==> src/rtl/uart_pkg.sv <==
// Shared types and constants for the buffered 8-N-1 UART transmitter.
package uart_pkg;

  typedef enum logic [1:0] {
    IDLE  = 2'd0,
    START = 2'd1,
    DATA  = 2'd2,
    STOP  = 2'd3
  } tx_state_t;

  localparam int DATA_BITS  = 8;
  localparam int FRAME_BITS = 10;

  // Truncating divide: the bit period is the whole number of clocks per baud tick.
  function automatic int clks_per_bit(input int clk_freq, input int baud);
    return clk_freq / baud;
  endfunction

endpackage

==> src/rtl/uart_tx_fifo_byte_fifo.sv <==
// Synchronous byte FIFO with registered full/empty/count and a show-ahead read port.
module byte_fifo #(
  parameter int DEPTH = 16
) (
  input  logic       clk,
  input  logic       rst,
  input  logic       wr_en,
  input  logic [7:0] wr_data,
  input  logic       rd_en,
  output logic [7:0] rd_data,
  output logic       full,
  output logic       empty,
  output logic       overflow
);

  localparam int AW = $clog2(DEPTH);

  logic [7:0]  mem [DEPTH];
  logic [AW-1:0] wr_ptr;
  logic [AW-1:0] rd_ptr;
  logic [AW:0]   count;
  logic [AW:0]   count_d;
  logic          do_wr;
  logic          do_rd;

  always_comb begin
    do_wr   = wr_en && !full;
    do_rd   = rd_en && !empty;
    count_d = count;
    if (do_wr && !do_rd) begin
      count_d = count + (AW+1)'(1);
    end else if (!do_wr && do_rd) begin
      count_d = count - (AW+1)'(1);
    end
  end

  // Pointers wrap naturally because DEPTH is a power of two.
  always_ff @(posedge clk or posedge rst) begin
    if (rst) begin
      wr_ptr   <= '0;
      rd_ptr   <= '0;
      count    <= '0;
      full     <= 1'b0;
      empty    <= 1'b1;
      overflow <= 1'b0;
    end else begin
      if (do_wr) wr_ptr <= wr_ptr + AW'(1);
      if (do_rd) rd_ptr <= rd_ptr + AW'(1);
      count    <= count_d;
      full     <= (count_d == (AW+1)'(DEPTH));
      empty    <= (count_d == '0);
      overflow <= wr_en && full;
    end
  end

  always_ff @(posedge clk) begin
    if (do_wr) mem[wr_ptr] <= wr_data;
  end

  assign rd_data = mem[rd_ptr];

endmodule

==> src/rtl/uart_tx_fifo.sv <==
// Buffered 8-N-1 UART transmitter: byte FIFO feeding a flop-driven serializer.
module uart_tx_fifo
  import uart_pkg::*;
#(
  parameter int CLK_FREQ   = 100_000_000,
  parameter int BAUD       = 9600,
  parameter int FIFO_DEPTH = 16
) (
  input  logic       clk,
  input  logic       rst,
  input  logic       transmit,
  input  logic [7:0] tx_byte,
  output logic       tx,
  output logic       is_transmitting,
  output logic       full,
  output logic       empty,
  output logic       overflow
);

  localparam int CLKS_PER_BIT = clks_per_bit(CLK_FREQ, BAUD);
  localparam int CNT_W        = $clog2(CLKS_PER_BIT + 1);
  localparam int BIT_W        = $clog2(DATA_BITS);

  tx_state_t          state_q, state_d;
  logic [CNT_W-1:0]   baud_q, baud_d;
  logic [BIT_W-1:0]   bit_q, bit_d;
  logic [7:0]         shift_q, shift_d;
  logic               tx_q, tx_d;
  logic               pop;
  logic               bit_end;
  logic [7:0]         head;
  logic               ist_q;

  byte_fifo #(.DEPTH(FIFO_DEPTH)) u_fifo (
    .clk      (clk),
    .rst      (rst),
    .wr_en    (transmit),
    .wr_data  (tx_byte),
    .rd_en    (pop),
    .rd_data  (head),
    .full     (full),
    .empty    (empty),
    .overflow (overflow)
  );

  assign bit_end = (baud_q == CNT_W'(CLKS_PER_BIT - 1));

  always_comb begin
    state_d = state_q;
    baud_d  = baud_q;
    bit_d   = bit_q;
    shift_d = shift_q;
    tx_d    = tx_q;
    pop     = 1'b0;
    case (state_q)
      IDLE: begin
        tx_d = 1'b1;
        if (!empty) begin
          pop     = 1'b1;
          shift_d = head;
          tx_d    = 1'b0;
          baud_d  = '0;
          state_d = START;
        end
      end
      START: begin
        if (bit_end) begin
          baud_d  = '0;
          bit_d   = '0;
          tx_d    = shift_q[0];
          state_d = DATA;
        end else begin
          baud_d = baud_q + CNT_W'(1);
        end
      end
      DATA: begin
        if (bit_end) begin
          baud_d = '0;
          if (bit_q == BIT_W'(DATA_BITS - 1)) begin
            tx_d    = 1'b1;
            state_d = STOP;
          end else begin
            bit_d   = bit_q + BIT_W'(1);
            shift_d = shift_q >> 1;
            tx_d    = shift_q[1];
          end
        end else begin
          baud_d = baud_q + CNT_W'(1);
        end
      end
      STOP: begin
        if (bit_end) begin
          baud_d = '0;
          // Chain straight into the next start bit so queued bytes leave no gap.
          if (!empty) begin
            pop     = 1'b1;
            shift_d = head;
            tx_d    = 1'b0;
            state_d = START;
          end else begin
            state_d = IDLE;
          end
        end else begin
          baud_d = baud_q + CNT_W'(1);
        end
      end
      default: begin
        tx_d    = 1'b1;
        state_d = IDLE;
      end
    endcase
  end

  always_ff @(posedge clk or posedge rst) begin
    if (rst) begin
      state_q <= IDLE;
      baud_q  <= '0;
      bit_q   <= '0;
      shift_q <= '0;
      tx_q    <= 1'b1;
      ist_q   <= 1'b0;
    end else begin
      state_q <= state_d;
      baud_q  <= baud_d;
      bit_q   <= bit_d;
      shift_q <= shift_d;
      tx_q    <= tx_d;
      // A non-empty FIFO in IDLE always moves to START, so next state covers both terms.
      ist_q   <= (state_d != IDLE);
    end
  end

  assign tx              = tx_q;
  assign is_transmitting = ist_q;

endmodule
==> config.mk <==
export PLATFORM = sky130hd
export DESIGN_NAME = uart_tx_fifo
export DESIGN_NICKNAME = d
export VERILOG_FILES = /design/src/rtl/uart_pkg.sv /design/src/rtl/uart_tx_fifo_byte_fifo.sv /design/src/rtl/uart_tx_fifo.sv
export SDC_FILE = /design/constraint.sdc
export NUM_CORES = 1
export LEC_CHECK = 0
export ABC_AREA = 1
export BUFFER_PORTS_ARGS = -buffer_cell sky130_fd_sc_hd__buf_4
export CELL_PAD_IN_SITES_DETAIL_PLACEMENT = 1
export CELL_PAD_IN_SITES_GLOBAL_PLACEMENT = 1
export CORE_MARGIN = 2
export CORE_UTILIZATION = 54
export DETAILED_ROUTE_END_ITERATION = 7
export GPL_ROUTABILITY_DRIVEN = 0
export PLACE_DENSITY = 0.9
export SLEW_MARGIN = 20
export SYNTH_ARGS = -nofsm -noshare
export SYNTH_HDL_FRONTEND = slang
export SYNTH_HIERARCHICAL = 1
export SYNTH_SLANG_ARGS = --single-unit
==> constraint.sdc <==
create_clock -name clk -period 3.62 [get_ports clk]
set_input_delay 0.724 -clock clk [delete_from_list [all_inputs] [get_ports clk]]
set_output_delay 0.724 -clock clk [all_outputs]
set_load 0.01 [all_outputs]
==> results.toml <==
[worst_setup_path]
setup.worst_path.start_class = "flop"
timing.reg2reg.setup_slack_ns = 0.77
worst_path_max_delay_cell = "dfrtp_1"
worstReg2RegStart = "baud_q[0]"
crit_path_end = "u_fifo/full"
cp.arrival_ns = 3.23
cp_num_buf_inv = 3
r2r_end = "u_fifo/full"
worstSetupPathType = "reg -> reg"
r2r_cells = 17
cpLargestDelayFamily = "simple AND/OR/NAND/NOR gates"
required_ns = 4.00
cp_common_cell = "nand2_1"
worstPathMaxFanout = 6
cp.depth = 17
worstPathCellList = "ha_1, nand3_1, inv_1, nand2_1, nor2_2, nand3_1, a21oi_1, inv_2, nor2_4, nand2_1, nand2_2, inv_2, nand2_1, nand2_1, nor2_1, nand2_1, nor2_2"
max_stage_delay_ns = 0.41
cp-startpoint = "baud_q[0]"
end_kind = "flop"

[pwr]
p_int_mw = 4.14
finalPower_mw = 6.91
p_switching_mw = 2.76
p_clk_share_pct = 26.4
sequentialPowerShare_pct = 38.7
ir_worst_vdd_mv = 0.505
p_leak_nw = 3.38
p_comb_share_pct = 34.9
switching_share_pct = 40.0
power_density_nw_per_um2 = 802

[die]
pin_count = 16
dieHeight_um = 125
dieArea_um2 = 15500
start_util_pct = 54.7
num_rows = 44
coreArea_um2 = 14400
dieWidth_um = 125

[synth]
yosys_warnings = 6
postSynthAreaPerCell_um2 = 10.2
synthCells = 769
ys_types = 39
syn_nets = 795
synth_area_um2 = 7870
ys_seq_area_share_pct = 63.2
ys_ff_latch = 173

[hold_path]
hold_path.class = "in -> async"

[route]
viasPerCell = 6.02
drtIter0Drc = 414
drt_first_pass_iters = 5
drt_wl_total_um = 21900
wl_per_cell_um = 22.5
post-route-drc-count = 0
vias = 5861
postRouteAntennaNets = 0

[finish]
syn2layout_area_growth_pct = 9.51
stdcell_area_um2 = 8610
drive_gt1_share_pct = 10.8
num_antenna_cells = 0
finalNonFillerCells = 974
final_core_util_pct = 60.0
nNetsFinal = 803

[timing]
maxSlewViolCount = 0
slew_headroom_pct = 33.7
tns_ns = 0
fin_crit_ns = 2.85
grt_setup_unrepaired = "no"
hold_viol_final = 0
setup_viol = 0
max_freq_mhz = 350
worst_pin_slew_ns = 0.991
period_share_pct = 78.9
skew_ns = 0.0120

[cts]
hold_buffers = 0
post-cts-setup-buffers = 0
cts_sinks = 173
htree_levels = 4
ctsResizeCount = 0
cts_buffer_depth = 2
clkTransAtPathRegs_ns = 0.08
cts_tree = "done"
clk_latency_ns = 0.45
cts_buffers = 17
cts_root_buf = "clkbuf_16"

[grt]
grt_pass1_vias = 6315
grt_use_total_pct = 29.7
antenna_found_initial = 0
grt_pass1_wl_um = 34800
overflow = 0
grt_max_degree = 67

[place]
dp_hpwl_um = 14000
dp.cells = 942
port_buffers = 15
dpl_cell_area_um2 = 8040

[outcome]
status = "complete, no violations"

[job]
cap_violations = 0
[layout make-up]
type | instances | area, um^2
fill | 1559 | 5750
sequential | 173 | 4970
tap | 184 | 230
multi-input combinational | 514 | 2480
clock inverter | 15 | 154
inverter | 53 | 204
clock buffer | 17 | 425
timing repair buffer | 18 | 148
[through the flow]
| stage | hold slack (ns) | setup WS [ns] |
|---|---|---|
| 5_1_grt | 0.426 | 0.538 |
| 4_1_cts | 0.410 | 0.801 |
| 2_1_floorplan | 0.449 | 1.54 |
| 3_3_place_gp | 0.467 | 1.12 |
| 3_5_place_dp | 0.476 | 0.945 |
| 6_report | 0.387 | 0.765 |
[worst min path at each step]
stage | start | endpoint | slack, ns | cells after the start
after global routing | rst | state_q[1] | 0.43 | 2
after CTS | rst | state_q[1] | 0.41 | 2
final | rst | state_q[0] | 0.39 | 2
after detailed placement | shift_q[1] | shift_q[1] | 0.48 | 2
after floorplan | shift_q[0] | shift_q[0] | 0.45 | 2
after global placement | shift_q[1] | shift_q[1] | 0.47 | 2
[sequential cells by signal (all words and copies together) (netlist names), 2 cells and up]
register and cells:
u_fifo/rd_ptr 4, u_fifo/wr_ptr 4, baud_q 14, shift_q 8, state_q 2, u_fifo/count 5
u_fifo/mem 128, bit_q 3
[cell usage after synthesis]
library cell | number | area share, %
o31ai_1 | 1 | 0.095
nand4_1 | 5 | 0.40
o211ai_1 | 1 | 0.095
edfxtp_1 | 128 | 49
or2_2 | 2 | 0.16
xor2_1 | 8 | 0.89
a211oi_4 | 1 | 0.25
nand2_4 | 2 | 0.29
clkbuf_1 | 4 | 0.19
nand3_1 | 37 | 2.4
a22o_1 | 1 | 0.11
a21oi_1 | 6 | 0.38
a21boi_0 | 1 | 0.095
o22ai_1 | 7 | 0.56
nand2_2 | 5 | 0.40
o21ai_0 | 55 | 3.5
dfrtp_1 | 43 | 14
nor2_1 | 143 | 6.8
nand2_1 | 144 | 6.9
a22oi_1 | 2 | 0.19
nor2_4 | 2 | 0.29
clkinv_4 | 1 | 0.11
dfstp_2 | 2 | 0.67
inv_1 | 43 | 2.1
buf_2 | 14 | 0.89
buf_4 | 2 | 0.19
buf_12 | 1 | 0.25
nor2_2 | 6 | 0.48
clkinv_1 | 1 | 0.048
nand3b_1 | 2 | 0.19
nor3_2 | 1 | 0.13
and2_1 | 4 | 0.32
buf_6 | 8 | 1.1
o21bai_1 | 2 | 0.19
ha_1 | 15 | 2.4
inv_2 | 8 | 0.38
o21ai_2 | 4 | 0.45
o21ai_1 | 56 | 3.6
a31oi_1 | 1 | 0.080
[cell usage in the layout, fill, tap and decap left out, types with 17 or more instances in the layout]
| master | count |
|---|---|
| nand2_1 | 144 |
| nand3_1 | 37 |
| dfrtp_1 | 42 |
| nor2_1 | 143 |
| o21ai_0 | 55 |
| buf_4 | 17 |
| inv_1 | 42 |
| edfxtp_1 | 128 |
| clkbuf_16 | 17 |
| o21ai_1 | 56 |
[routing by layer]
layer	track usage [%]	vias up	share of wire, %
li1	-	2614	-
met1	36.6	2990	40
met2	51.0	208	53
met3	6.23	49	5.0
met4	12.0	0	2.8
met5	0	-	0
[logic make-up (layout without fill, tap and decap cells)]
group / count (synthesis) / after routing / synth area share [%]
compound gates: 138 / 138 / 9.56
simple gates: 353 / 353 / 18.7
flops: 173 / 173 / 63.2
fa+ha+maj: 15 / 15 / 2.39
buf+inv: 82 / 103 / 5.26
xor+xnor: 8 / 8 / 0.891
[power groups by stage]
stage	Clock, mW	Combinational, mW	Sequential (mW)
after floorplan	0	1.76	2.62
after global placement	0	2.14	2.67
after detailed placement	0	2.34	2.70
after CTS	1.84	2.39	2.67
after global routing	1.92	2.66	2.70
final	1.82	2.41	2.67
No activity file was read; power rests on OpenSTA's default activity.
